## config.mk

```make
export PLATFORM = sky130hd
export DESIGN_NAME = red_pitaya_hk_arb
export DESIGN_NICKNAME = d
export VERILOG_FILES = /design/src/rtl/red_pitaya_hk_arb.sv
export SDC_FILE = /design/constraint.sdc
export NUM_CORES = 1
export LEC_CHECK = 0
export CORE_ASPECT_RATIO = 0.75
export CORE_MARGIN = 4
export CORE_UTILIZATION = 53
export CTS_BUF_LIST = sky130_fd_sc_hd__clkbuf_4 sky130_fd_sc_hd__clkbuf_8
export DETAILED_ROUTE_END_ITERATION = 10
export HOLD_SLACK_MARGIN = 0.05
export PLACE_DENSITY = 0.91
export SETUP_SLACK_MARGIN = 0.3
export SYNTH_ARGS = -nofsm -noshare
export SYNTH_HDL_FRONTEND = slang
export SYNTH_SLANG_ARGS = --single-unit
export TNS_END_PERCENT = 50
```

## constraint.sdc

```tcl
create_clock -name clk_i -period 17.2 [get_ports clk_i]
set_input_delay 2.58 -clock clk_i [delete_from_list [all_inputs] [get_ports clk_i]]
set_output_delay 2.58 -clock clk_i [all_outputs]
set_load 0.03 [all_outputs]
```

## src/rtl/red_pitaya_hk_arb.sv

```systemverilog
// Two-master round-robin arbiter for the house-keeping register bus.
// Each master owns a one-deep capture slot; one transaction is in flight at a time.
module red_pitaya_hk_arb #(
  parameter int unsigned TIMEOUT = 16
) (
  input  logic        clk_i,
  input  logic        rst_i,
  input  logic [31:0] m0_addr_i,
  input  logic [31:0] m0_wdata_i,
  input  logic [3:0]  m0_sel_i,
  input  logic        m0_wen_i,
  input  logic        m0_ren_i,
  output logic [31:0] m0_rdata_o,
  output logic        m0_ack_o,
  output logic        m0_err_o,
  input  logic [31:0] m1_addr_i,
  input  logic [31:0] m1_wdata_i,
  input  logic [3:0]  m1_sel_i,
  input  logic        m1_wen_i,
  input  logic        m1_ren_i,
  output logic [31:0] m1_rdata_o,
  output logic        m1_ack_o,
  output logic        m1_err_o,
  output logic [31:0] s_addr_o,
  output logic [31:0] s_wdata_o,
  output logic [3:0]  s_sel_o,
  output logic        s_wen_o,
  output logic        s_ren_o,
  input  logic [31:0] s_rdata_i,
  input  logic        s_ack_i,
  input  logic        s_err_i
);

  localparam int unsigned CW = 8;

  typedef enum logic [1:0] {
    ST_IDLE  = 2'd0,
    ST_ISSUE = 2'd1,
    ST_WAIT  = 2'd2,
    ST_RESP  = 2'd3
  } state_t;

  state_t          r_state;
  logic            r_v0;
  logic            r_we0;
  logic [31:0]     r_addr0;
  logic [31:0]     r_wdata0;
  logic [3:0]      r_sel0;
  logic            r_v1;
  logic            r_we1;
  logic [31:0]     r_addr1;
  logic [31:0]     r_wdata1;
  logic [3:0]      r_sel1;
  logic            r_last;
  logic            r_win;
  logic [CW-1:0]   r_cnt;

  logic            w_pick;
  logic            w_we;
  logic [31:0]     w_addr;
  logic [31:0]     w_wdata;
  logic [3:0]      w_sel;
  logic            w_clr0;
  logic            w_clr1;
  logic            w_timeout;
  logic            w_done;

  // On a tie the master that did not win last time is chosen.
  assign w_pick    = (r_v0 && r_v1) ? ~r_last : r_v1;
  assign w_we      = w_pick ? r_we1    : r_we0;
  assign w_addr    = w_pick ? r_addr1  : r_addr0;
  assign w_wdata   = w_pick ? r_wdata1 : r_wdata0;
  assign w_sel     = w_pick ? r_sel1   : r_sel0;
  assign w_clr0    = (r_state == ST_RESP) && !r_win;
  assign w_clr1    = (r_state == ST_RESP) &&  r_win;
  assign w_timeout = (r_state == ST_WAIT) && (r_cnt == CW'(TIMEOUT));
  assign w_done    = s_ack_i || w_timeout;

  // Master 0 capture slot; strobes landing on an occupied slot are dropped.
  always_ff @(posedge clk_i or posedge rst_i) begin
    if (rst_i) begin
      r_v0     <= 1'b0;
      r_we0    <= 1'b0;
      r_addr0  <= '0;
      r_wdata0 <= '0;
      r_sel0   <= '0;
    end else if (w_clr0) begin
      r_v0 <= 1'b0;
    end else if (!r_v0 && (m0_wen_i || m0_ren_i)) begin
      r_v0     <= 1'b1;
      r_we0    <= m0_wen_i;
      r_addr0  <= m0_addr_i;
      r_wdata0 <= m0_wdata_i;
      r_sel0   <= m0_sel_i;
    end
  end

  // Master 1 capture slot.
  always_ff @(posedge clk_i or posedge rst_i) begin
    if (rst_i) begin
      r_v1     <= 1'b0;
      r_we1    <= 1'b0;
      r_addr1  <= '0;
      r_wdata1 <= '0;
      r_sel1   <= '0;
    end else if (w_clr1) begin
      r_v1 <= 1'b0;
    end else if (!r_v1 && (m1_wen_i || m1_ren_i)) begin
      r_v1     <= 1'b1;
      r_we1    <= m1_wen_i;
      r_addr1  <= m1_addr_i;
      r_wdata1 <= m1_wdata_i;
      r_sel1   <= m1_sel_i;
    end
  end

  // Grant / issue / wait / respond sequencer with registered outputs.
  always_ff @(posedge clk_i or posedge rst_i) begin
    if (rst_i) begin
      r_state    <= ST_IDLE;
      r_last     <= 1'b1;
      r_win      <= 1'b0;
      r_cnt      <= '0;
      s_addr_o   <= '0;
      s_wdata_o  <= '0;
      s_sel_o    <= '0;
      s_wen_o    <= 1'b0;
      s_ren_o    <= 1'b0;
      m0_ack_o   <= 1'b0;
      m0_err_o   <= 1'b0;
      m0_rdata_o <= '0;
      m1_ack_o   <= 1'b0;
      m1_err_o   <= 1'b0;
      m1_rdata_o <= '0;
    end else begin
      s_wen_o    <= 1'b0;
      s_ren_o    <= 1'b0;
      m0_ack_o   <= 1'b0;
      m0_err_o   <= 1'b0;
      m0_rdata_o <= '0;
      m1_ack_o   <= 1'b0;
      m1_err_o   <= 1'b0;
      m1_rdata_o <= '0;
      case (r_state)
        ST_IDLE: begin
          if (r_v0 || r_v1) begin
            r_win     <= w_pick;
            r_last    <= w_pick;
            r_cnt     <= '0;
            s_addr_o  <= w_addr;
            s_wdata_o <= w_wdata;
            s_sel_o   <= w_sel;
            s_wen_o   <= w_we;
            s_ren_o   <= !w_we;
            r_state   <= ST_ISSUE;
          end
        end
        ST_ISSUE, ST_WAIT: begin
          // A real ack takes priority over a timeout in the same cycle.
          if (w_done) begin
            r_state <= ST_RESP;
            if (r_win) begin
              m1_ack_o   <= 1'b1;
              m1_rdata_o <= s_ack_i ? s_rdata_i : 32'd0;
              m1_err_o   <= s_ack_i ? s_err_i   : 1'b1;
            end else begin
              m0_ack_o   <= 1'b1;
              m0_rdata_o <= s_ack_i ? s_rdata_i : 32'd0;
              m0_err_o   <= s_ack_i ? s_err_i   : 1'b1;
            end
          end else begin
            r_cnt   <= r_cnt + CW'(1);
            r_state <= ST_WAIT;
          end
        end
        ST_RESP: begin
          r_state <= ST_IDLE;
        end
        default: begin
          r_state <= ST_IDLE;
        end
      endcase
    end
  end

endmodule

```

==> Word-level counts from Yosys, hierarchy flattened <==
Index checks and enable logic that the tools add are counted.
{ "totals": {"in_bits": 176, "register_bits": 290} }
{ "op_classes": {"reduce_logical": 23, "bitwise_logic": 3, "addsub": 1, "n_mux": 39, "eq_ne": 6} }
{ "ops": {"columns": ["operator", "n"], "rows": [
  ["32-bit two-way mux", 9],
  ["1-bit two-way mux", 24],
  ["8-bit two-way mux", 2],
  ["8-bit one-hot mux with 2 select lines", 1],
  ["8-bit by 1-bit adder with 8-bit output, second input constant", 1],
  ["8-bit by 5-bit equality test with 1-bit output, second input constant", 1],
  ["1-bit logical AND", 6],
  ["2-bit one-hot mux with 3 select lines", 1],
  ["2-bit AND reduction", 3],
  ["2-bit nonzero test", 3],
  ["2-bit equality test, second input constant", 2],
  ["1-bit zero test", 4],
  ["1-bit logical OR", 4],
  ["4-bit two-way mux", 1],
  ["2-bit inequality test, second input constant", 2],
  ["1-bit inverter", 3],
  ["3-bit AND reduction", 1],
  ["2-bit by 1-bit equality test with 1-bit output, second input constant", 1],
  ["2-bit zero test", 1],
  ["2-bit two-way mux", 1],
  ["2-bit OR reduction", 1]
]} }

==> Logic depth before layout (Yosys ltp) <==
Gate-level depths: netlist of the first run.
{ "logic_depth": {"word_depth": 6, "ltp_mapped": 8, "ltp_nobuf": 6} }

==> Worst setup path after synthesis of the first run <==
Ideal clock, no wire load.
{ "synth_timing": {"path_kind": "in2reg", "from": "in m1_ren_i", "to": "reg r_wdata1[10]", "setup_time_ns": 0.125, "setup_slack_ns": 13.505, "arrival_ns": 3.570, "cell_stages": 5, "n_path_buf": 2, "cell_sequence": "nor2_1 > a211oi_2 > buf_4 > buf_4 > mux2_2"} }
{ "synth_between": {"elab_chain_len": 3} }
{ "synth_lines": {"columns": ["element", "line_no", "source"], "rows": [
  ["start: declaration", "20", "input logic m1_ren_i,"],
  ["1-bit logical OR", "108", "end else if (!r_v1 && (m1_wen_i || m1_ren_i)) begin"],
  ["1-bit logical AND", "108", null],
  ["2-bit AND reduction (no line)", null, null],
  ["end signal: assignment", "112", "r_wdata1 <= m1_wdata_i;"],
  ["end: declaration", "52", "logic [31:0] r_wdata1;"]
]} }
No other way between the ends.
A chain may end at the register's enable or synchronous reset.

==> results of run 1 <==
==> tightest hold or removal path: cells and delay by family, from the launching register on <==
family / cells / cell delay [ns]
compound gates: 1 / 0.06
flops: 1 / 0.34
simple gates: 1 / 0.05
==> worst min path at each step <==
stage | from | to | slack (ns) | cells after the start
2_1_floorplan | r_cnt[7] | r_cnt[7] | 0.44 | 1
3_3_place_gp | s_wdata_o[27] | s_wdata_o[27] | 0.46 | 2
3_5_place_dp | s_addr_o[18] | s_addr_o[18] | 0.47 | 2
4_1_cts | s_addr_o[14] | s_addr_o[14] | 0.48 | 2
5_1_grt | s_wdata_o[11] | s_wdata_o[11] | 0.51 | 2
6_report | s_addr_o[14] | s_addr_o[14] | 0.48 | 2
==> cell type report <==
cell class	instances	area share, %
flip-flops and latches	290	46.7
multi-input cells	511	24.0
repair buffers	325	20.8
clock buffers	70	5.72
well taps	282	2.27
clock inverters	4	0.290
inverters	8	0.242
==> layer usage <==
metal | GRT usage (%) | vias to the layer above | share of wire (%)
li1 | - | 3555 | -
met5 | 0 | - | 0
met1 | 31.2 | 3907 | 41
met4 | 6.67 | 0 | 2.4
met2 | 40.9 | 278 | 49
met3 | 6.57 | 58 | 7.4
==> metrics by stage <==
step / setup slack [ns] / std cells / instance area [sq um] / power, mW / util, %
finish: 12.93 / 1490 / 15500 / 2.98 / 75.6
global route: 12.57 / 1490 / 15500 / 3.15 / 75.6
CTS: 12.87 / 1490 / 15500 / 3.01 / 75.6
detailed placement: 12.32 / 1416 / 14600 / 2.40 / 71.0
global placement: 12.29 / 1416 / 14600 / 2.34 / 71.0
floorplan: 6.62 / 858 / 11200 / 1.96 / -
==> registers in the layout, indices dropped and copies added, names as in the netlist, 32 cells and up <==
register / cells
m0_rdata_o: 32
m1_rdata_o: 32
r_addr0: 32
r_addr1: 32
r_wdata0: 32
r_wdata1: 32
s_addr_o: 32
s_wdata_o: 32
==> Yosys cell counts <==
master     instances
a22o_1             2
a21boi_1           1
nor3_1             4
and4_1             1
dfstp_2            1
buf_1              1
and2_1             2
nand2b_1           2
nor4b_4            1
buf_4              5
a2111oi_4          1
dfrtp_1          289
buf_6              6
o21a_1             1
nor2b_1            3
mux2i_1           70
nand2_1          110
a211oi_2           1
mux2_1             1
nand3_1            2
a31oi_1            7
ha_1               5
o21ai_1            4
nor3_2             1
and4bb_2           1
nor3b_2            1
a21oi_2            1
nor2_1            73
and3_1             1
o21ai_0           73
buf_2             15
clkbuf_1          22
a21oi_1            5
inv_1              8
mux2_2           137
==> power by group through the flow <==
stage | sequential [mW] | clock, mW | combinational (mW)
5_1_grt | 1.17 | 0.631 | 1.35
4_1_cts | 1.14 | 0.601 | 1.27
3_3_place_gp | 1.13 | 0 | 1.21
6_report | 1.14 | 0.585 | 1.26
2_1_floorplan | 1.32 | 0 | 0.644
3_5_place_dp | 1.15 | 0 | 1.26
==> kinds of logic after synthesis <==
kind of cell	count (synthesis)
simple gates	202
mux	208
compound gates	96
flops	290
fa+ha+maj	5
buf+inv	57
==> out/metrics.csv, run 1 <==
stage,metric,value,unit
status,status,"finished, final reports clean",
placed_design,DP HPWL,19600,microns
worst_setup_path,RR Startpoint,r_v1,
run,Max-cap violations,0,
grt,initial antenna violation count,0,
clock_tree,Root Driver,clkbuf_8,
worst_setup_path,"slowest stage delay, CP",0.89,ns
sta,final clock skew,0.0104,ns
routing,# DRC,0,
sta,Worst Tran Pin Value,0.978,ns
floorplanning,die area,0.0236,sq mm
worst_setup_path,critical path buffer and inverter count,3,
logic_synthesis,Synth area leader,dfrtp_1,
logic_synthesis,register area share after synthesis,64.6,%
routing,Post-DRT Antenna Nets,0,
worst_setup_path,arrival time at the worst endpoint,4.76,ns
logic_synthesis,Yosys warnings,0,
power,Leak Pwr,6.89,nW
worst_setup_path,r2r worst-path depth,4,
clock_tree,Clock Tree Buf Depth,3,
clock_tree,number of gates resized after CTS,0,
sta,Hold Fails Final Rpt,0,
worst_setup_path,worst reg2reg endpoint,s_addr_o[6],
worst_setup_path,CP required,17.70,ns
layout,"most common cell after layout, fill and taps aside",clkdlybuf4s50_1,
placed_design,port buffer count,313,
clock_tree,H-tree Lvls,2,
grt,first-pass GRT wire length,45400,microns
layout,most frequent cells in the layout,"313 x clkdlybuf4s50_1, 289 x dfrtp_1, 137 x mux2_2",
power,sequential share of power,38.3,%
layout,footprint of the multi-input gates,0.00372,sq mm
power,Internal,1.89,mW
placed_design,Final Wtd Congestion,0.779,
power,Power Density,192,mW/mm^2
sta,Final setup viols,0,
sta,maximum clock rate,234,MHz
logic_synthesis,post-synthesis mux area share,20.1,%
worst_setup_path,kind of critical path,in2async,
logic_synthesis,"top cells by area, synth","dfrtp_1 64%, mux2_2 14%, mux2i_1 6.2%",
power,Peak VDD IR,0.124,mV
logic_synthesis,Yosys top cell area share,64.3,%
power,clock share of power,19.6,%
logic_synthesis,Syn Nets,1039,
worst_setup_path,crit end category,async pin,
floorplanning,initial core utilization,54.7,%
clock_tree,Worst-path clk slew,0.06,ns
grt,number of global-route vias before repair,8484,
logic_synthesis,xor/xnor share of the synthesized area,0,%
sta,Slew Limit Fails,0,
logic_synthesis,cell count after synthesis,858,
worst_setup_path,CP max stage cell,buf_4,
worst_setup_path,crit-path cells,clkdlybuf4s50_1 > inv_8 > buf_4,
floorplanning,row cnt,45,
power,combinational share of power,42.1,%
routing,Starting DRT DRC Count,461,
layout,final net count,1361,
layout,Antenna Cells,0,
logic_synthesis,largest family of logic cells by synthesized area,multiplexers,
logic_synthesis,register bit total from synthesis,290,
worst_hold_path,HP Class,reg2reg,
logic_synthesis,adder-cell share of the synthesized area,0.556,%
floorplanning,Ports,314,
grt,largest net degree at the start of global routing,144,
clock_tree,Clock Sinks,290,
worst_setup_path,critical path depth,3,
clock_tree,cts hold-fix bufs,0,
worst_setup_path,element type at the critical path start,input pin,
sta,Final min period,4.27,ns
sta,Final period util,24.8,%
sta,RSZ-0062 raised after global routing,false,
layout,layout cells sized above 1,19.4,%
clock_tree,Post-CTS Repair Setup Buffers,0,
floorplanning,Die X,176,microns
clock_tree,worst skew pair latency,0.51,ns
floorplanning,Core Area,0.0206,sq mm
worst_setup_path,"CP delay by family, top",buffers and inverters,
routing,DRT Pass-1 Iters,4,
worst_setup_path,"critical path fanouts, max",143,
sta,Fin Hold WS,0.478,ns
logic_synthesis,cell area after synthesis,0.0112,sq mm
power,net switching power,1.09,mW
logic_synthesis,Synth Area in Compound Gates,4.76,%
layout,FF+latch area,0.00726,sq mm
layout,area grow syn2layout,38.1,%
layout,filler instances,1258,
sta,slew margin rel.,34.6,%
clock_tree,CTS tree,done,
routing,routed len/inst,19.3,microns
clock_tree,TritonCTS Buffers,44,
worst_setup_path,critical path startpoint,rst_i,
logic_synthesis,post-synthesis cell type count,35,
routing,Detailed Route WL,28800,microns
sta,Setup TNS,0,ns
worst_setup_path,reg2reg setup slack,14.32,ns
routing,DR vias/cell,5.23,
logic_synthesis,synthesized area per cell,13.1,sq um
power,switch share,36.7,%
grt,GRT Util Overall,24.2,%
logic_synthesis,synthesized-area fraction occupied by and/or/nand/nor cells,7.42,%
worst_setup_path,CP endpoint,s_wdata_o[18],
floorplanning,Chip Height,134,microns
grt,total gr overflow,0,
routing,via total after detailed routing,7798,
(Power assumes the default switching activity.)
==> run 2: changes to the inputs <==
CORE_UTILIZATION = 45   (was 53)
PLACE_DENSITY = 0.83   (was 0.91)
clock period = 3.5 ns   (was 17.2 ns; I/O delays follow)
==> out/metrics.csv, run 2 (synthesized netlist as in run 1, its figures left out) <==
stage,metric,value,unit
status,status,"finished, final reports clean",
sta,Setup TNS,0,ns
sta,maximum clock rate,463,MHz
power,Power Density,932,mW/mm^2
floorplanning,Core Area,0.0243,sq mm
floorplanning,Chip Height,145,microns
worst_setup_path,"CP delay by family, top",buffers and inverters,
routing,routed len/inst,18.5,microns
worst_setup_path,CP required,2.97,ns
power,total power,14.6,mW
worst_hold_path,HP Class,in2async,
layout,"most common cell after layout, fill and taps aside",clkdlybuf4s50_1,
routing,DR vias/cell,4.94,
layout,footprint of the multi-input gates,0.00372,sq mm
floorplanning,initial core utilization,46.3,%
clock_tree,Clock Tree Buf Depth,3,
clock_tree,Clock Sinks,290,
grt,number of global-route vias before repair,8359,
sta,Final setup viols,0,
placed_design,port buffer count,313,
worst_setup_path,crit end category,output pin,
sta,Final period util,61.6,%
sta,Hold Fails Final Rpt,0,
placed_design,Final Wtd Congestion,0.811,
routing,# DRC,0,
sta,RSZ-0062 raised after global routing,false,
worst_setup_path,"critical path fanouts, max",2,
worst_setup_path,kind of critical path,reg2out,
layout,FF+latch area,0.00726,sq mm
layout,most frequent cells in the layout,"313 x clkdlybuf4s50_1, 289 x dfrtp_1, 137 x mux2_2",
floorplanning,row cnt,49,
clock_tree,worst skew pair latency,0.54,ns
power,Peak VDD IR,0.446,mV
sta,slew margin rel.,50.4,%
layout,area grow syn2layout,39.6,%
worst_setup_path,CP max stage cell,clkdlybuf4s50_1,
grt,GRT Util Overall,20.6,%
sta,final clock skew,0.0333,ns
routing,DRT Pass-1 Iters,4,
routing,Starting DRT DRC Count,315,
clock_tree,TritonCTS Buffers,45,
run,Max-cap violations,0,
placed_design,DP HPWL,20100,microns
clock_tree,cts hold-fix bufs,0,
clock_tree,CTS tree,done,
worst_setup_path,crit-path cells,clkdlybuf4s50_1,
grt,total gr overflow,0,
grt,largest net degree at the start of global routing,115,
routing,Post-DRT Antenna Nets,0,
sta,Slew Limit Fails,0,
worst_setup_path,"slowest stage delay, CP",0.70,ns
worst_setup_path,arrival time at the worst endpoint,1.63,ns
layout,layout cells sized above 1,20.1,%
worst_setup_path,critical path buffer and inverter count,1,
grt,initial antenna violation count,0,
layout,final net count,1370,
grt,first-pass GRT wire length,45200,microns
sta,Final min period,2.16,ns
floorplanning,die area,0.0276,sq mm
placed_design,Post-Place Worst Slack,1.03,ns
clock_tree,number of gates resized after CTS,0,
sta,Worst Tran Pin Value,0.743,ns
power,Leak Pwr,6.94,nW
clock_tree,Post-CTS Repair Setup Buffers,0,
floorplanning,Die X,191,microns
clock_tree,Worst-path clk slew,0.06,ns
layout,filler instances,1828,
worst_setup_path,element type at the critical path start,flop,
sta,PnR worst setup slack,1.34,ns
layout,Antenna Cells,0,
clock_tree,H-tree Lvls,2,
floorplanning,Ports,314,
clock_tree,Root Driver,clkbuf_8,
routing,via total after detailed routing,7656,
routing,Detailed Route WL,28700,microns
==> run 2: cell count changes in the layout (fill, tap and decap cells not counted), sizes merged <==
cell / change
buf: +8
bufinv: -1
clkbuf: +5
clkinv: -2
clkinvlp: +1
==> run 2: layer usage <==
| layer | up-vias | routed length (microns) | GRT usage (%) |
|---|---|---|---|
| li1 | 3574 | - | - |
| met1 | 3794 | 12400 | 27.2 |
| met2 | 231 | 13600 | 33.8 |
| met3 | 57 | 1890 | 5.61 |
| met4 | 0 | 826 | 6.80 |
| met5 | - | 0 | 0 |
==> run 2: path summary, 6_finish.rpt <==
kind                       depth (start not counted)         start             to  slack [ns]
setup / recovery                                   1  s_wdata_o[1]   s_wdata_o[1]        1.34
hold / removal                                     2         rst_i    r_addr1[10]        0.31
setup reg to reg                                   5    r_state[0]   r_wdata0[17]        1.34
hold reg to reg                                    2  s_addr_o[29]   s_addr_o[29]        0.48
max in group asynchronous                          3         rst_i  s_wdata_o[12]        2.27
min in group clk_i                                 2  s_addr_o[29]   s_addr_o[29]        0.48
==> run 2: per-stage QoR <==
stage | hold slack [ns] | instance area (sq um) | util [%] | std cells
final | 0.307 | 15700 | 64.7 | 1550
after detailed placement | 0.469 | 14800 | 60.9 | 1473
after global placement | 0.461 | 14800 | 60.9 | 1473
after floorplan | 0.443 | 11200 | - | 858
after CTS | 0.282 | 15700 | 64.7 | 1550
after global routing | 0.299 | 15700 | 64.7 | 1550
==> run 2: area by class of cell <==
cell class / count / share of cell area [%]
flip-flops and latches: 290 / 46.2
multi-input cells: 511 / 23.7
repair buffers: 333 / 21.3
clock buffers: 75 / 5.78
well taps: 331 / 2.64
inverters: 8 / 0.215
clock inverters: 2 / 0.0877
==> run 2: power breakdown <==
group / switching, mW / internal, mW
clock network: 1.24 / 1.62
logic: 3.33 / 2.87
registers: 0.781 / 4.79
total: 5.34 / 9.28
==> run 3: changes to the inputs <==
CORE_UTILIZATION = 50   (was 45)
PLACE_DENSITY = 0.87   (was 0.83)
clock period = 2.2 ns   (was 3.5 ns; I/O delays follow)
==> out/metrics.csv, run 3 (synthesized netlist as in run 1, its figures left out) <==
stage,metric,value,unit
status,status,"finished, final reports clean",
clock_tree,Worst-path clk slew,0.06,ns
layout,Antenna Cells,0,
layout,Final Cell Area,0.0160,sq mm
layout,most frequent cells in the layout,"289 x dfrtp_1, 228 x clkdlybuf4s50_1, 137 x mux2_2",
worst_setup_path,CP max stage cell,clkdlybuf4s50_1,
run,Max-cap violations,0,
sta,PnR worst setup slack,0.320,ns
worst_setup_path,kind of critical path,reg2out,
worst_setup_path,element type at the critical path start,flop,
layout,Final Util,72.1,%
floorplanning,Chip Height,138,microns
sta,Slew Limit Fails,0,
worst_setup_path,CP required,1.87,ns
floorplanning,Core Area,0.0221,sq mm
grt,GRT Util Overall,22.5,%
routing,Detailed Route WL,29300,microns
clock_tree,CTS tree,done,
clock_tree,Clock Tree Buf Depth,3,
power,total power,23.3,mW
clock_tree,TritonCTS Buffers,43,
routing,# DRC,0,
clock_tree,cts hold-fix bufs,0,
worst_setup_path,crit end category,output pin,
grt,grt met1 use,30.9,%
layout,"most common cell after layout, fill and taps aside",dfrtp_1,
grt,number of global-route vias before repair,8282,
power,Peak VDD IR,0.818,mV
worst_setup_path,critical path buffer and inverter count,1,
grt,GRT busiest layer,met2,
floorplanning,Die X,181,microns
grt,first-pass GRT wire length,44800,microns
worst_setup_path,"critical path fanouts, max",1,
clock_tree,Root Driver,clkbuf_8,
sta,slew margin rel.,68.2,%
worst_setup_path,"CP delay by family, top",buffers and inverters,
clock_tree,H-tree Lvls,2,
floorplanning,initial core utilization,50.8,%
layout,layout cells sized above 1,21.2,%
power,Leak Pwr,7.83,nW
sta,RSZ-0062 raised after global routing,true,
grt,initial antenna violation count,0,
sta,Final min period,1.88,ns
floorplanning,Ports,314,
power,Power Density,1460,mW/mm^2
sta,Final setup viols,0,
worst_hold_path,HP Class,in2async,
sta,final clock skew,0.0224,ns
grt,total gr overflow,0,
routing,routed len/inst,19.2,microns
grt,GR Util met3,5.27,%
layout,final cell count without fillers,1529,
worst_setup_path,crit-path cells,clkdlybuf4s50_1,
floorplanning,row cnt,47,
clock_tree,worst skew pair latency,0.52,ns
worst_setup_path,critical path depth,1,
clock_tree,Clock Sinks,290,
routing,Post-DRT Antenna Nets,0,
sta,Final period util,85.4,%
routing,DRT Pass-1 Iters,5,
placed_design,Area after DPL,0.0149,sq mm
routing,DR vias/cell,5.22,
grt,largest net degree at the start of global routing,72,
routing,Starting DRT DRC Count,501,
routing,via total after detailed routing,7979,
grt,GR met2 Demand/Resource,37.0,%
sta,Fin Hold WS,0.168,ns
worst_setup_path,"slowest stage delay, CP",0.68,ns
placed_design,port buffer count,313,
floorplanning,die area,0.0250,sq mm
sta,Hold Fails Final Rpt,0,
worst_setup_path,r2r worst-path depth,5,
sta,maximum clock rate,532,MHz
layout,area grow syn2layout,41.9,%
worst_setup_path,arrival time at the worst endpoint,1.55,ns
layout,final net count,1386,
placed_design,Final Wtd Congestion,0.775,
placed_design,Post-Place Worst Slack,0.164,ns
placed_design,DP HPWL,20200,microns
placed_design,DP Cell Count,1451,
sta,Setup TNS,0,ns
sta,Worst Tran Pin Value,0.476,ns
run 3: cell count changes in the layout (fill, tap and decap cells not counted), sizes merged:
cell / change
dlymetal6s2s: +44
clkdlybuf4s50: -85
buf: +18
dlygate4sd2: +41
clkinv: +4
clkbuf: -5
inv: -1
run 3: final cells by class:
class                   count  area, sq um
repair buffers            351         3650
inverters                   8         33.8
clock inverters             5         25.0
clock buffers              70          882
multi-input cells         511         3730
flip-flops and latches    290         7260
fillers                  1447         6160
well taps                 294          368
run 3: path summary, 6_finish.rpt:
| kind | startpoint | endpoint | slack [ns] |
|---|---|---|---|
| setup / recovery | m1_rdata_o[17] | m1_rdata_o[17] | 0.32 |
| hold / removal | rst_i | r_addr0[2] | 0.17 |
| setup reg to reg | r_v1 | s_addr_o[5] | 0.33 |
| hold reg to reg | s_wdata_o[7] | s_wdata_o[7] | 0.48 |
| max in group asynchronous | rst_i | r_addr0[3] | 1.25 |
| min in group clk_i | s_rdata_i[30] | m1_rdata_o[30] | 0.35 |
run 3: power by group:
part           internal, mW  total (mW)  switching [mW]
registers              7.62        8.89            1.26
logic                  4.54        9.95            5.41
clock network          2.53        4.50            1.97
total                  14.7        23.3            8.64
run 3: timing repair:
action / in CTS / in global routing
gates resized for setup: 42 / 45
pin swaps: 0 / 1
setup endpoints to repair: 171 / 104
endpoints found under the hold margin: 0 / 0
setup buffers: 1 / 2
run 3: layer usage:
layer / vias up / share of wire, % / routed length, microns
li1: 3625 / - / -
met1: 3990 / 43 / 12600
met2: 309 / 48 / 14100
met3: 55 / 7.1 / 2070
met4: 0 / 2.0 / 573
met5: - / 0 / 0
